--- src/rtl/ccd_frame_sequencer_pkg.sv ---
// Shared types and constants for the CCD frame sequencer: state encoding,
// phase-split helpers and default integration constants.
package ccd_seq_pkg;

  typedef enum logic [2:0] {
    ST_IDLE  = 3'd0,
    ST_SETUP = 3'd1,
    ST_SHIFT = 3'd2,
    ST_HOLD  = 3'd3,
    ST_PULSE = 3'd4
  } ccd_state_e;

  localparam logic [31:0] HOLD_BASE_DEF = 32'd32836;
  localparam logic [31:0] STEP_DEF      = 32'h5FA4;

  function automatic int half_len(int l);
    return l / 2;
  endfunction

  function automatic int tq_len(int l);
    return (3 * l) / 4;
  endfunction

endpackage

--- src/rtl/ccd_frame_sequencer_if.sv ---
// Config/handshake inputs and waveform/status outputs of the frame sequencer.
interface ccd_frame_sequencer_if #(
  parameter int SHIFT_W     = 12,
  parameter int FSEL_W      = 4,
  parameter int FRAME_CNT_W = 16
);
  logic                   tick_i, enable_i, single_i, start_i;
  logic [FSEL_W-1:0]      fsel_i;
  logic [SHIFT_W-1:0]     n_shifts_i;
  logic                   phi_p_o, phi_l1_o, phi_l2_o, phi_r_o;
  logic                   adc_start_o, busy_o, frame_done_o;
  logic [FRAME_CNT_W-1:0] frame_cnt_o;
  logic [2:0]             state_o;

  modport master (
    output tick_i, enable_i, single_i, start_i, fsel_i, n_shifts_i,
    input  phi_p_o, phi_l1_o, phi_l2_o, phi_r_o, adc_start_o, busy_o,
           frame_done_o, frame_cnt_o, state_o
  );

  modport slave (
    input  tick_i, enable_i, single_i, start_i, fsel_i, n_shifts_i,
    output phi_p_o, phi_l1_o, phi_l2_o, phi_r_o, adc_start_o, busy_o,
           frame_done_o, frame_cnt_o, state_o
  );
endinterface

--- src/rtl/ccd_frame_sequencer_wave_decode.sv ---
// Pure decode of (state, phase) to CCD phase levels and the ADC-start condition.
module ccd_wave_decode
  import ccd_seq_pkg::*;
#(
  parameter int CYCLE_LEN = 16,
  parameter int PH_W      = $clog2(CYCLE_LEN)
) (
  input  ccd_state_e      state_i,
  input  logic [PH_W-1:0] ph_i,
  output logic            phi_p_o,
  output logic            phi_l1_o,
  output logic            phi_l2_o,
  output logic            phi_r_o,
  output logic            adc_cond_o
);
  localparam logic [PH_W-1:0] HALF = PH_W'(half_len(CYCLE_LEN));
  localparam logic [PH_W-1:0] TQ   = PH_W'(tq_len(CYCLE_LEN));

  always_comb begin
    phi_p_o    = 1'b0;
    phi_l1_o   = 1'b0;
    phi_l2_o   = 1'b0;
    phi_r_o    = 1'b0;
    adc_cond_o = 1'b0;
    case (state_i)
      ST_SHIFT: begin
        phi_l1_o   = ph_i < HALF;
        phi_l2_o   = ph_i >= HALF;
        phi_r_o    = (ph_i >= HALF) && (ph_i < TQ);
        adc_cond_o = ph_i == HALF;
      end
      ST_SETUP, ST_PULSE: begin
        phi_p_o  = 1'b1;
        phi_l2_o = 1'b1;
        phi_r_o  = 1'b1;
      end
      default: ;
    endcase
  end
endmodule

--- src/rtl/ccd_frame_sequencer.sv ---
// CCD readout sequencer: tick-enabled FSM generating phase waveforms, ADC
// strobes and frame bookkeeping; every output is registered from next-state.
module ccd_frame_sequencer
  import ccd_seq_pkg::*;
#(
  parameter int          CYCLE_LEN   = 16,
  parameter int          SHIFT_W     = 12,
  parameter int          PHI_P_WIDTH = 4,
  parameter logic [31:0] HOLD_BASE   = HOLD_BASE_DEF,
  parameter logic [31:0] STEP        = STEP_DEF,
  parameter int          FSEL_W      = 4,
  parameter int          FRAME_CNT_W = 16
) (
  input logic                  wb_clk_i,
  input logic                  wb_rst_ni,
  ccd_frame_sequencer_if.slave bus
);
  localparam int PH_W  = $clog2(CYCLE_LEN);
  localparam int DUR_W = 32 + FSEL_W;
  localparam logic [PH_W-1:0]  PH_LAST    = PH_W'(CYCLE_LEN - 1);
  localparam logic [DUR_W-1:0] PHI_P_LAST = DUR_W'(PHI_P_WIDTH - 1);

  ccd_state_e             state_q, state_d;
  logic [DUR_W-1:0]       dur_q, dur_d, hold_len;
  logic [PH_W-1:0]        ph_q, ph_d;
  logic [SHIFT_W-1:0]     sh_q, sh_d, nsh_q, nsh_d, n_eff;
  logic [FSEL_W-1:0]      fsel_q, fsel_d;
  logic [FRAME_CNT_W-1:0] cnt_q, cnt_d;
  logic                   pend_q, pend_d, done_d;
  logic [3:0]             phi_q;
  logic                   adc_q, done_q, busy_q;
  logic                   p_d, l1_d, l2_d, r_d, adc_c;

  assign n_eff    = (bus.n_shifts_i == '0) ? SHIFT_W'(1) : bus.n_shifts_i;
  // Widened before the multiply so the worst-case HOLD never wraps.
  assign hold_len = DUR_W'(HOLD_BASE) + DUR_W'(fsel_q) * DUR_W'(STEP);

  always_comb begin
    state_d = state_q;
    dur_d   = dur_q;
    ph_d    = ph_q;
    sh_d    = sh_q;
    nsh_d   = nsh_q;
    fsel_d  = fsel_q;
    pend_d  = pend_q;
    cnt_d   = cnt_q;
    done_d  = 1'b0;
    if (!bus.enable_i) begin
      state_d = ST_IDLE;
      pend_d  = 1'b0;
    end else begin
      if (state_q == ST_IDLE && bus.start_i) pend_d = 1'b1;
      if (bus.tick_i) begin
        case (state_q)
          ST_IDLE: if (pend_q) begin
            state_d = ST_SETUP;
            pend_d  = 1'b0;
            dur_d   = PHI_P_LAST;
            nsh_d   = n_eff;
            fsel_d  = bus.fsel_i;
          end
          ST_SETUP: if (dur_q == '0) begin
            state_d = ST_SHIFT;
            ph_d    = '0;
            sh_d    = '0;
          end else dur_d = dur_q - DUR_W'(1);
          ST_SHIFT: begin
            ph_d = ph_q + PH_W'(1);
            if (ph_q == PH_LAST) begin
              if (sh_q == nsh_q - SHIFT_W'(1)) begin
                state_d = ST_HOLD;
                dur_d   = hold_len - DUR_W'(1);
              end else sh_d = sh_q + SHIFT_W'(1);
            end
          end
          ST_HOLD: if (dur_q == '0) begin
            state_d = ST_PULSE;
            dur_d   = PHI_P_LAST;
          end else dur_d = dur_q - DUR_W'(1);
          ST_PULSE: if (dur_q == '0) begin
            done_d = 1'b1;
            cnt_d  = cnt_q + FRAME_CNT_W'(1);
            if (bus.single_i) state_d = ST_IDLE;
            else begin
              state_d = ST_SHIFT;
              ph_d    = '0;
              sh_d    = '0;
              nsh_d   = n_eff;
              fsel_d  = bus.fsel_i;
            end
          end else dur_d = dur_q - DUR_W'(1);
          default: state_d = ST_IDLE;
        endcase
      end
    end
  end

  ccd_wave_decode #(.CYCLE_LEN(CYCLE_LEN), .PH_W(PH_W)) u_dec (
    .state_i(state_d), .ph_i(ph_d),
    .phi_p_o(p_d), .phi_l1_o(l1_d), .phi_l2_o(l2_d), .phi_r_o(r_d),
    .adc_cond_o(adc_c)
  );

  always_ff @(posedge wb_clk_i or negedge wb_rst_ni) begin
    if (!wb_rst_ni) begin
      state_q <= ST_IDLE;
      dur_q   <= '0;
      ph_q    <= '0;
      sh_q    <= '0;
      nsh_q   <= SHIFT_W'(1);
      fsel_q  <= '0;
      pend_q  <= 1'b0;
      cnt_q   <= '0;
      phi_q   <= '0;
      adc_q   <= 1'b0;
      done_q  <= 1'b0;
      busy_q  <= 1'b0;
    end else begin
      state_q <= state_d;
      dur_q   <= dur_d;
      ph_q    <= ph_d;
      sh_q    <= sh_d;
      nsh_q   <= nsh_d;
      fsel_q  <= fsel_d;
      pend_q  <= pend_d;
      cnt_q   <= cnt_d;
      phi_q   <= {p_d, l1_d, l2_d, r_d};
      // Strobe only when ph actually steps onto the midpoint, not while parked there.
      adc_q   <= adc_c & (ph_d != ph_q);
      done_q  <= done_d;
      busy_q  <= state_d != ST_IDLE;
    end
  end

  assign {bus.phi_p_o, bus.phi_l1_o, bus.phi_l2_o, bus.phi_r_o} = phi_q;
  assign bus.adc_start_o  = adc_q;
  assign bus.frame_done_o = done_q;
  assign bus.busy_o       = busy_q;
  assign bus.frame_cnt_o  = cnt_q;
  assign bus.state_o      = state_q;
endmodule
--- src/flat_wrapper.sv ---
// flat-port wrapper written by rule: the top's interface ports become plain ports
module ccd_frame_sequencer_flat import ccd_seq_pkg::*;
#(
  parameter int          CYCLE_LEN   = 16,
  parameter int          SHIFT_W     = 12,
  parameter int          PHI_P_WIDTH = 4,
  parameter logic [31:0] HOLD_BASE   = HOLD_BASE_DEF,
  parameter logic [31:0] STEP        = STEP_DEF,
  parameter int          FSEL_W      = 4,
  parameter int          FRAME_CNT_W = 16
)
  (wb_clk_i, wb_rst_ni, bus_tick_i, bus_enable_i, bus_single_i, bus_start_i, bus_fsel_i, bus_n_shifts_i, bus_phi_p_o, bus_phi_l1_o, bus_phi_l2_o, bus_phi_r_o, bus_adc_start_o, bus_busy_o, bus_frame_done_o, bus_frame_cnt_o, bus_state_o);
  ccd_frame_sequencer_if #(.SHIFT_W(SHIFT_W), .FSEL_W(FSEL_W), .FRAME_CNT_W(FRAME_CNT_W)) bus_i ();
  input logic wb_clk_i;
  input logic wb_rst_ni;
  input wire logic [$bits(bus_i.tick_i)-1:0] bus_tick_i;
  input wire logic [$bits(bus_i.enable_i)-1:0] bus_enable_i;
  input wire logic [$bits(bus_i.single_i)-1:0] bus_single_i;
  input wire logic [$bits(bus_i.start_i)-1:0] bus_start_i;
  input wire logic [$bits(bus_i.fsel_i)-1:0] bus_fsel_i;
  input wire logic [$bits(bus_i.n_shifts_i)-1:0] bus_n_shifts_i;
  output wire logic [$bits(bus_i.phi_p_o)-1:0] bus_phi_p_o;
  output wire logic [$bits(bus_i.phi_l1_o)-1:0] bus_phi_l1_o;
  output wire logic [$bits(bus_i.phi_l2_o)-1:0] bus_phi_l2_o;
  output wire logic [$bits(bus_i.phi_r_o)-1:0] bus_phi_r_o;
  output wire logic [$bits(bus_i.adc_start_o)-1:0] bus_adc_start_o;
  output wire logic [$bits(bus_i.busy_o)-1:0] bus_busy_o;
  output wire logic [$bits(bus_i.frame_done_o)-1:0] bus_frame_done_o;
  output wire logic [$bits(bus_i.frame_cnt_o)-1:0] bus_frame_cnt_o;
  output wire logic [$bits(bus_i.state_o)-1:0] bus_state_o;
  assign bus_i.tick_i = bus_tick_i;
  assign bus_i.enable_i = bus_enable_i;
  assign bus_i.single_i = bus_single_i;
  assign bus_i.start_i = bus_start_i;
  assign bus_i.fsel_i = bus_fsel_i;
  assign bus_i.n_shifts_i = bus_n_shifts_i;
  assign bus_phi_p_o = bus_i.phi_p_o;
  assign bus_phi_l1_o = bus_i.phi_l1_o;
  assign bus_phi_l2_o = bus_i.phi_l2_o;
  assign bus_phi_r_o = bus_i.phi_r_o;
  assign bus_adc_start_o = bus_i.adc_start_o;
  assign bus_busy_o = bus_i.busy_o;
  assign bus_frame_done_o = bus_i.frame_done_o;
  assign bus_frame_cnt_o = bus_i.frame_cnt_o;
  assign bus_state_o = bus_i.state_o;
  ccd_frame_sequencer #(.CYCLE_LEN(CYCLE_LEN), .SHIFT_W(SHIFT_W), .PHI_P_WIDTH(PHI_P_WIDTH), .HOLD_BASE(HOLD_BASE), .STEP(STEP), .FSEL_W(FSEL_W), .FRAME_CNT_W(FRAME_CNT_W)) u_core (.wb_clk_i(wb_clk_i), .wb_rst_ni(wb_rst_ni), .bus(bus_i));
endmodule
--- config.mk ---
export PLATFORM = sky130hd
export DESIGN_NAME = ccd_frame_sequencer_flat
export DESIGN_NICKNAME = d
export VERILOG_FILES = /design/src/rtl/ccd_frame_sequencer_pkg.sv /design/src/rtl/ccd_frame_sequencer_if.sv /design/src/rtl/ccd_frame_sequencer_wave_decode.sv /design/src/rtl/ccd_frame_sequencer.sv /design/src/flat_wrapper.sv
export SDC_FILE = /design/constraint.sdc
export NUM_CORES = 1
export LEC_CHECK = 0
export ABC_AREA = 1
export CAP_MARGIN = 20
export CELL_PAD_IN_SITES_DETAIL_PLACEMENT = 1
export CELL_PAD_IN_SITES_GLOBAL_PLACEMENT = 1
export CORE_MARGIN = 2
export CORE_UTILIZATION = 51
export DETAILED_ROUTE_END_ITERATION = 12
export DONT_BUFFER_PORTS = 1
export GPL_TIMING_DRIVEN = 1
export PLACE_DENSITY_LB_ADDON = 0.1
export SYNTH_ARGS = -nofsm -noshare
export SYNTH_HDL_FRONTEND = slang
export SYNTH_SLANG_ARGS = --single-unit
--- constraint.sdc ---
create_clock -name wb_clk_i -period 5.7 [get_ports wb_clk_i]
set_clock_uncertainty 0.05 [all_clocks]
set_input_delay 0.855 -clock wb_clk_i [delete_from_list [all_inputs] [get_ports wb_clk_i]]
set_output_delay 0.855 -clock wb_clk_i [all_outputs]
set_load 0.005 [all_outputs]
==> results of run 1 <==
[state kept, by name, indices dropped and copies added, names as in the netlist]
name                     count
u_core.bus.adc_start_o       1
u_core.bus.frame_done_o      1
u_core.nsh_q                12
u_core.ph_q                  4
u_core.bus.state_o           3
u_core.dur_q                36
u_core.bus.frame_cnt_o      16
u_core.bus.busy_o            1
u_core.fsel_q                4
u_core.pend_q                1
u_core.sh_q                 12
u_core.phi_q                 4
[cell families (layout without fill, tap and decap cells)]
family                     after synthesis  count (layout)  share of synthesized area [%]
AOI/OAI and AO/OA                      128             128                          10.12
xor gates and xnor gates                63              63                          7.173
adders and majority gates               33              33                          5.953
buffers and inverters                  162             162                          8.474
DFF                                     95              95                          30.92
and+or+nand+nor                        632             632                          37.36
[cells in the final DEF (no fill, tap or decap), types with 2 or more instances in the layout]
cell       Yosys  routed
or2_2          4       4
nor3_4         3       3
xor2_1        43      43
nand2_1      318     318
o21ai_1        7       7
nor2_1       112     112
nor2_2        16      16
ha_1          27      27
clkinv_2       0       2
xnor2_1       20      20
nand3_1       85      85
clkbuf_16      0       9
fa_1           6       6
dfrtp_1       94      94
inv_6          0       2
nand4_1       19      19
o31ai_1       12      12
o211ai_1       4       4
nand3b_1       3       3
o21ai_0       44      44
a21oi_1       30      30
nor3_1        21      21
nor4_4         2       2
nand3_2        4       4
nor3_2         5       5
o22ai_1        8       8
o21ai_2       16      16
a31oi_1        2       2
inv_2          5       5
nor4_1        11      11
nor3b_1        2       2
nand2_2       19      19
inv_1        140     140
[area by class of cell]
type | instances | area, sq um
Clock buffer | 9 | 225.2
Clock inverter | 6 | 43.79
Fill cell | 1988 | 6543
Inverter | 146 | 550.5
Multi-Input combinational cell | 856 | 4662
Sequential cell | 95 | 2379
Tap cell | 184 | 230.2
Timing Repair Buffer | 1 | 11.26
[synth_stat cells (2+ instances only)]
cell      instances  share of area, %
nand2_1         318                16
inv_1           140               6.8
nor2_1          112               5.5
dfrtp_1          94                31
nand3_1          85               5.5
o21ai_0          44               2.9
xor2_1           43               4.9
a21oi_1          30               2.0
ha_1             27               4.4
nor3_1           21               1.4
xnor2_1          20               2.3
nand2_2          19               1.5
nand4_1          19               1.5
nor2_2           16               1.3
o21ai_2          16               1.8
o31ai_1          12               1.2
nor4_1           11              0.89
o22ai_1           8              0.65
o21ai_1           7              0.46
buf_2             6              0.39
fa_1              6               1.6
inv_2             5              0.24
nor3_2            5              0.65
nand3_2           4              0.52
o211ai_1          4              0.39
or2_2             4              0.33
buf_4             3              0.29
buf_6             3              0.44
clkbuf_1          3              0.15
nand3b_1          3              0.29
nor3_4            3              0.63
a31oi_1           2              0.16
nor3b_1           2              0.20
nor4_4            2              0.55
[path summary, 6_finish.rpt]
| check | slack, ps | cells past startpoint | endpoint | start |
|---|---|---|---|---|
| min | 130 | 0 | u_core.dur_q[21] | wb_rst_ni |
| max reg2reg | 1610 | 22 | u_core.dur_q[18] | u_core.fsel_q[2] |
| max | 1610 | 22 | u_core.dur_q[18] | u_core.fsel_q[2] |
| min in group wb_clk_i | 470 | 2 | u_core.nsh_q[11] | u_core.nsh_q[11] |
| max in group asynchronous | 5200 | 0 | u_core.nsh_q[0] | wb_rst_ni |
| min reg2reg | 470 | 2 | u_core.nsh_q[11] | u_core.nsh_q[11] |
[metrics by stage]
step / std cells / util (%) / hold slack (ps)
2_1_floorplan: 1113 / - / 411.0
3_5_place_dp: 1281 / 53.41 / 456.8
4_1_cts: 1296 / 55.25 / 120.0
5_1_grt: 1297 / 55.32 / 123.2
3_3_place_gp: 1281 / 53.41 / 449.2
6_report: 1297 / 55.32 / 134.2
[critical path, cell delays in order (launching register included)]
cell,delay [ps]
dfrtp_1,520
fa_1,680
inv_1,80
fa_1,470
ha_1,400
nand2_1,150
inv_1,50
a21oi_1,180
nand2_1,90
nand2_1,60
nand2_1,70
nor2_1,210
nand2_1,100
nand2_2,110
nand2_1,90
nand2_1,60
nand2_1,80
nor2_1,130
nand3_1,90
nand3_1,110
nand2_1,80
nand2_1,60
nand2_1,50
[power by group]
part,total (W),internal (W),switching [W],leakage (nW)
logic,0.00385,0.00123,0.00262,2.62
clock network,0.000582,0.000296,0.000286,0.132
registers,0.000973,0.000808,0.000165,1.26
[layer usage]
| layer | vias up | routed length [microns] |
|---|---|---|
| met5 | - | 0 |
| li1 | 3581 | - |
| met1 | 3455 | 9645 |
| met2 | 80 | 10190 |
| met4 | 0 | 318 |
| met3 | 23 | 461 |
==> out/metrics.yaml, run 1 <==
layout:
  drive_above_1_share_pct: 8.805
  n_antenna_cell: 0
  num-nets-final: 1164
  area_growth_pct: 5.319
  design_area_sq_um: 8102
yosys:
  yosys.cell_types.count: 50
  async_reset_ff_share_pct: 100.0
  syn_area_per_cell_sq_um: 6.911
  syn_nets: 1168
  ys_warn_count: 0
  synthesis.area_sq_um: 7692
  synth_cells: 1113
  synth-seq-cells: 95
  ys_seq_area_share_pct: 30.92
  synth_flop_cell: "dfrtp_1"
  synth-edff-count: 0
clock_tree:
  root_buffer: "clkbuf_16"
  cts_buffers: 9
  cts_htree_levels: 3
  ctsHoldBuffers: 0
  cts_buffer_depth: 2
  cts_resized: 0
  cts.sinks: 95
  post_cts_buffers: 0
  path_clk_slew_ps: 70
  cts_tree: "built"
  clk_latency_ps: 360
timing:
  finalHoldViolCount: 0
  tightest_slew_ps: 917.8
  final_max_slew_viol_count: 0
  setup-violations-final: 0
  max_freq_mhz: 244.3
  period_minus_slack_ps: 4094
  tns_ps: 0
  slew_headroom_pct: 38.75
  setup_ws_ps: 1606
  fin_crit_sh_pct: 71.82
  rsz0062_at_grt: "no"
min_path:
  hp-class: "primary input to asynchronous set/reset pin"
detailed_routing:
  wire_per_inst_microns: 15.89
  vias: 7139
  viasPerCell: 5.504
  ant_nets: 0
  drt_iter0_markers: 353
  drt_first_pass_iters: 5
  totalWireLength_mm: 20.61
  drc: 0
global_routing:
  met1_usage_pct: 35.01
  use_met2_pct: 47.44
  grt_pass1_vias: 7532
  grt_pass1_wl_mm: 35.73
  grt_max_degree: 96
  grt_antenna_before_repair: 0
  met3_usage_pct: 3.627
  grt-ovfl-total: 0
  grt_busiest_layer: "met2"
  track_usage_pct: 26.97
floorplanning:
  core_area_sq_um: 14640
  dieArea_sq_um: 16080
  die_h_microns: 126.8
  pin_count: 48
  rows: 44
  die_x_microns: 126.8
  start_util_pct: 52.53
setup_path:
  cp_max_fo: 10
  cp-end-kind: "flop"
  crit_path_start_kind: "flop"
  worst_ep_required_time_ps: 5900
  critical_path_class: "flop to flop"
  arrival_ps: 4300
place:
  pre_cts_slack_ps: 1593
  post-dp-hpwl_mm: 15.60
  place.port_buffers: 0
  post_dp_cell_area_sq_um: 7821
  gp_congestion: 0.8334
pwr:
  vdd_ir_drop_max_mv: 0.3579
  power_per_cell_area_nw_per_um2: 666.9
  p_leak_nw: 4.015
  total_power_w: 0.005403
status:
  outcome: "complete, no violations"
job:
  maxCapViolations: 0
No activity file was read; power rests on OpenSTA's default activity.
==> run 2, diff against run 1 <==
ABC_AREA = 0   (was 1)
CORE_UTILIZATION = 50   (was 51)
clock period = 3.81 ns   (was 5.7 ns; I/O delays follow)
==> out/metrics.yaml, run 2 <==
job:
  maxCapViolations: 0  # unchanged
yosys:
  syn_nets: 841  # -28%
  synth_top_cell_by_area: "dfrtp_1"
  synth-edff-count: 0  # unchanged
  synth.most_common_cell: "dfrtp_1"
  yosys.cell_types.count: 74  # +48%
  async_reset_ff_share_pct: 100.0  # unchanged
  synthesis.area_sq_um: 6802  # -12%
  yosys-top-cells-area: "dfrtp_1 (35%), xnor2_1 (5.3%), o21ai_0 (5.0%)"
  ys_seq_area_share_pct: 34.97  # +4.0 points
  yosys-top-cells-count: "dfrtp_1 (94), nand2_1 (74), nor2_1 (72)"
  synth_cells: 786  # -29%
  syn_area_per_cell_sq_um: 8.653  # +25%
  ys_warn_count: 0  # unchanged
  synth-seq-cells: 95  # unchanged
  yosys.area.top_type_share_pct: 34.58  # +4.0 points
  synth_flop_cell: "dfrtp_1"
timing:
  setup-violations-final: 7  # +7
  slew_headroom_pct: 36.87  # -1.9 points
  tightest_slew_ps: 938.3  # +20.52 ps
  setup_ws_ps: -446.1  # -2052 ps
  fin_crit_sh_pct: 111.7  # +40 points
  final_max_slew_viol_count: 0  # unchanged
  period_minus_slack_ps: 4256  # +162.2 ps
  rsz0062_at_grt: "yes"
  max_freq_mhz: 235.0  # -3.8%
  finalHoldViolCount: 0  # unchanged
clock_tree:
  cts.sinks: 95  # unchanged
  clk_latency_ps: 360  # about the same
  cts_buffer_depth: 2  # unchanged
  cts_htree_levels: 3  # unchanged
  cts_buffers: 9  # unchanged
  cts_tree: "built"
  path_clk_slew_ps: 70  # about the same
  root_buffer: "clkbuf_16"
detailed_routing:
  ant_nets: 0  # unchanged
  wire_per_inst_microns: 21.59  # +36%
  viasPerCell: 6.373  # +16%
  drt_iter0_markers: 378  # +7.1%
  drt_first_pass_iters: 5  # unchanged
  vias: 6641  # -7.0%
  drc: 0  # unchanged
  totalWireLength_mm: 22.49  # +9.1%
setup_path:
  critPathLaunch: "u_core.fsel_q[1]"
  worst_ep_required_time_ps: 3990  # -1910 ps
  reg2reg_depth: 16  # -27%
  worst_r2r_endpoint: "u_core.dur_q[19]"
  cp-end-kind: "flop"
  arrival_ps: 4430  # +130 ps
  r2r_start: "u_core.fsel_q[1]"
  endpoint: "u_core.dur_q[19]"
  critical_path_class: "flop to flop"
  cp_max_fo: 5  # -5
  crit_path_start_kind: "flop"
  r2r_setup_slack_ps: -450  # -2050 ps
global_routing:
  grt_max_degree: 95  # -1.0%
  grt_antenna_before_repair: 0  # unchanged
  grt-ovfl-total: 0  # unchanged
  track_usage_pct: 30.45  # +3.5 points
  grt_pass1_vias: 7043  # -6.5%
  grt_pass1_wl_mm: 35.60  # -0.35%
layout:
  mostFrequentLayoutCell: "dfrtp_1"
  final_cells: 1042  # -20%
  multi_input_area_sq_um: 4611  # -1.1%
  num-nets-final: 916  # -21%
  area_growth_pct: 22.83
  design_area_sq_um: 8354  # +3.1%
  fill_cells: 1527  # -23%
  largest-register: "u_core.dur_q"
  drive_above_1_share_pct: 21.48  # +13 points
  largest_reg_flops: 36  # unchanged
  n_antenna_cell: 0  # unchanged
  layout_common_cells: "dfrtp_1 (93), buf_4 (81), nand2_1 (72)"
  seqCellArea_sq_um: 2380  # about the same
place:
  gp_congestion: 0.8711  # +4.5%
  place_inst: 1011  # -21%
  post_dp_cell_area_sq_um: 7667  # -2.0%
  post-dp-hpwl_mm: 15.52  # -0.51%
  place.port_buffers: 0  # unchanged
status:
  outcome: "complete, but fails checks"
  failed_checks: "setup timing"
floorplanning:
  die_h_microns: 120.6  # -4.9%
  pin_count: 48  # unchanged
  dieArea_sq_um: 14550  # -9.5%
  start_util_pct: 51.36  # -1.2 points
  rows: 42  # -4.5%
  core_area_sq_um: 13240  # -9.6%
  die_x_microns: 120.6  # -4.9%
min_path:
  hp-class: "primary input to asynchronous set/reset pin"
## run 2: cell count changes after synthesis, moves of 16 or more
cell | before | now
inv_1 | 140 | 28
nand2_1 | 318 | 74
nand2_2 | 19 | 1
nand3_1 | 85 | 20
nor2_1 | 112 | 72
nor2_2 | 16 | 0
o21ai_0 | 44 | 68
o21ai_2 | 16 | 0
xnor2_1 | 20 | 41
## run 2: logic make-up (layout without fill, tap and decap cells)
kind of cell	after synthesis	count (layout)	share of synthesized area, %
buf+inv	51	131	2.998
simple gates	315	315	23.93
compound gates	203	203	19.28
flops	95	95	34.97
mux	19	19	3.072
xor+xnor	70	70	9.014
fa+ha+maj	33	33	6.733
## run 2: critical path: stages, from the launching register on
cell,delay [ps]
dfrtp_2,420
fa_2,620
inv_2,50
fa_2,610
ha_4,240
a21oi_4,160
nand2_1,160
nor3_4,220
buf_4,180
nor4_4,40
buf_4,170
mux2i_4,190
o21ai_1,200
and2_1,160
o221ai_1,130
nor4b_1,380
o21ai_0,140
## run 2: how the worst min path moves through the flow
stage | endpoint | slack, ps | from | cells after the start
3_5_place_dp | u_core.sh_q[8] | 230 | wb_rst_ni | 0
5_1_grt | u_core.sh_q[5] | 110 | wb_rst_ni | 1
3_3_place_gp | u_core.sh_q[11] | 230 | wb_rst_ni | 0
6_report | u_core.ph_q[0] | 90 | wb_rst_ni | 1
2_1_floorplan | u_core.bus.adc_start_o | 230 | wb_rst_ni | 0
4_1_cts | u_core.sh_q[3] | 110 | wb_rst_ni | 1
## run 2: metrics by stage
stage	utilization (%)	TNS, ps	setup WS [ps]	hold WS (ps)
finish	63.09	-1813	-446.1	92.62
global route	63.09	-2790	-617.2	112.5
CTS	61.80	-511.5	-127.2	110.4
floorplan	-	-306.3	-132.8	225.9
detailed placement	57.90	-1105	-238.1	229.0
global placement	57.90	-157.0	-68.29	228.0
## run 2: cell type report
class,count,area share (%)
clock buffers,10,2.861
clock inverters,6,1.093
inverters,28,1.258
multi-input cells,640,55.19
flip-flops and latches,95,28.49
well taps,176,2.636
repair buffers,87,8.477
## run 2: timing repair
item                                   4_1_cts  5_1_grt
setup endpoints to repair                    7       12
endpoints found under the hold margin       94        0
gates resized for setup                     21       21
hold buffers                                 2        0
setup buffers                                4        9
pin swaps                                   12       18
## run 2: metal layers
metal | vias to the layer above | GRT usage, % | wire length (microns) | part of all wire (%)
met4 | 0 | 7.994 | 473 | 2.1
li1 | 3046 | - | - | -
met1 | 3388 | 37.44 | 9360 | 42
met5 | - | 0 | 0 | 0
met3 | 40 | 5.566 | 957 | 4.3
met2 | 167 | 54.73 | 11700 | 52
Power of run 2 is not shown: default switching activity piles up to over one toggle a cycle in this logic, so the estimate is an artifact.
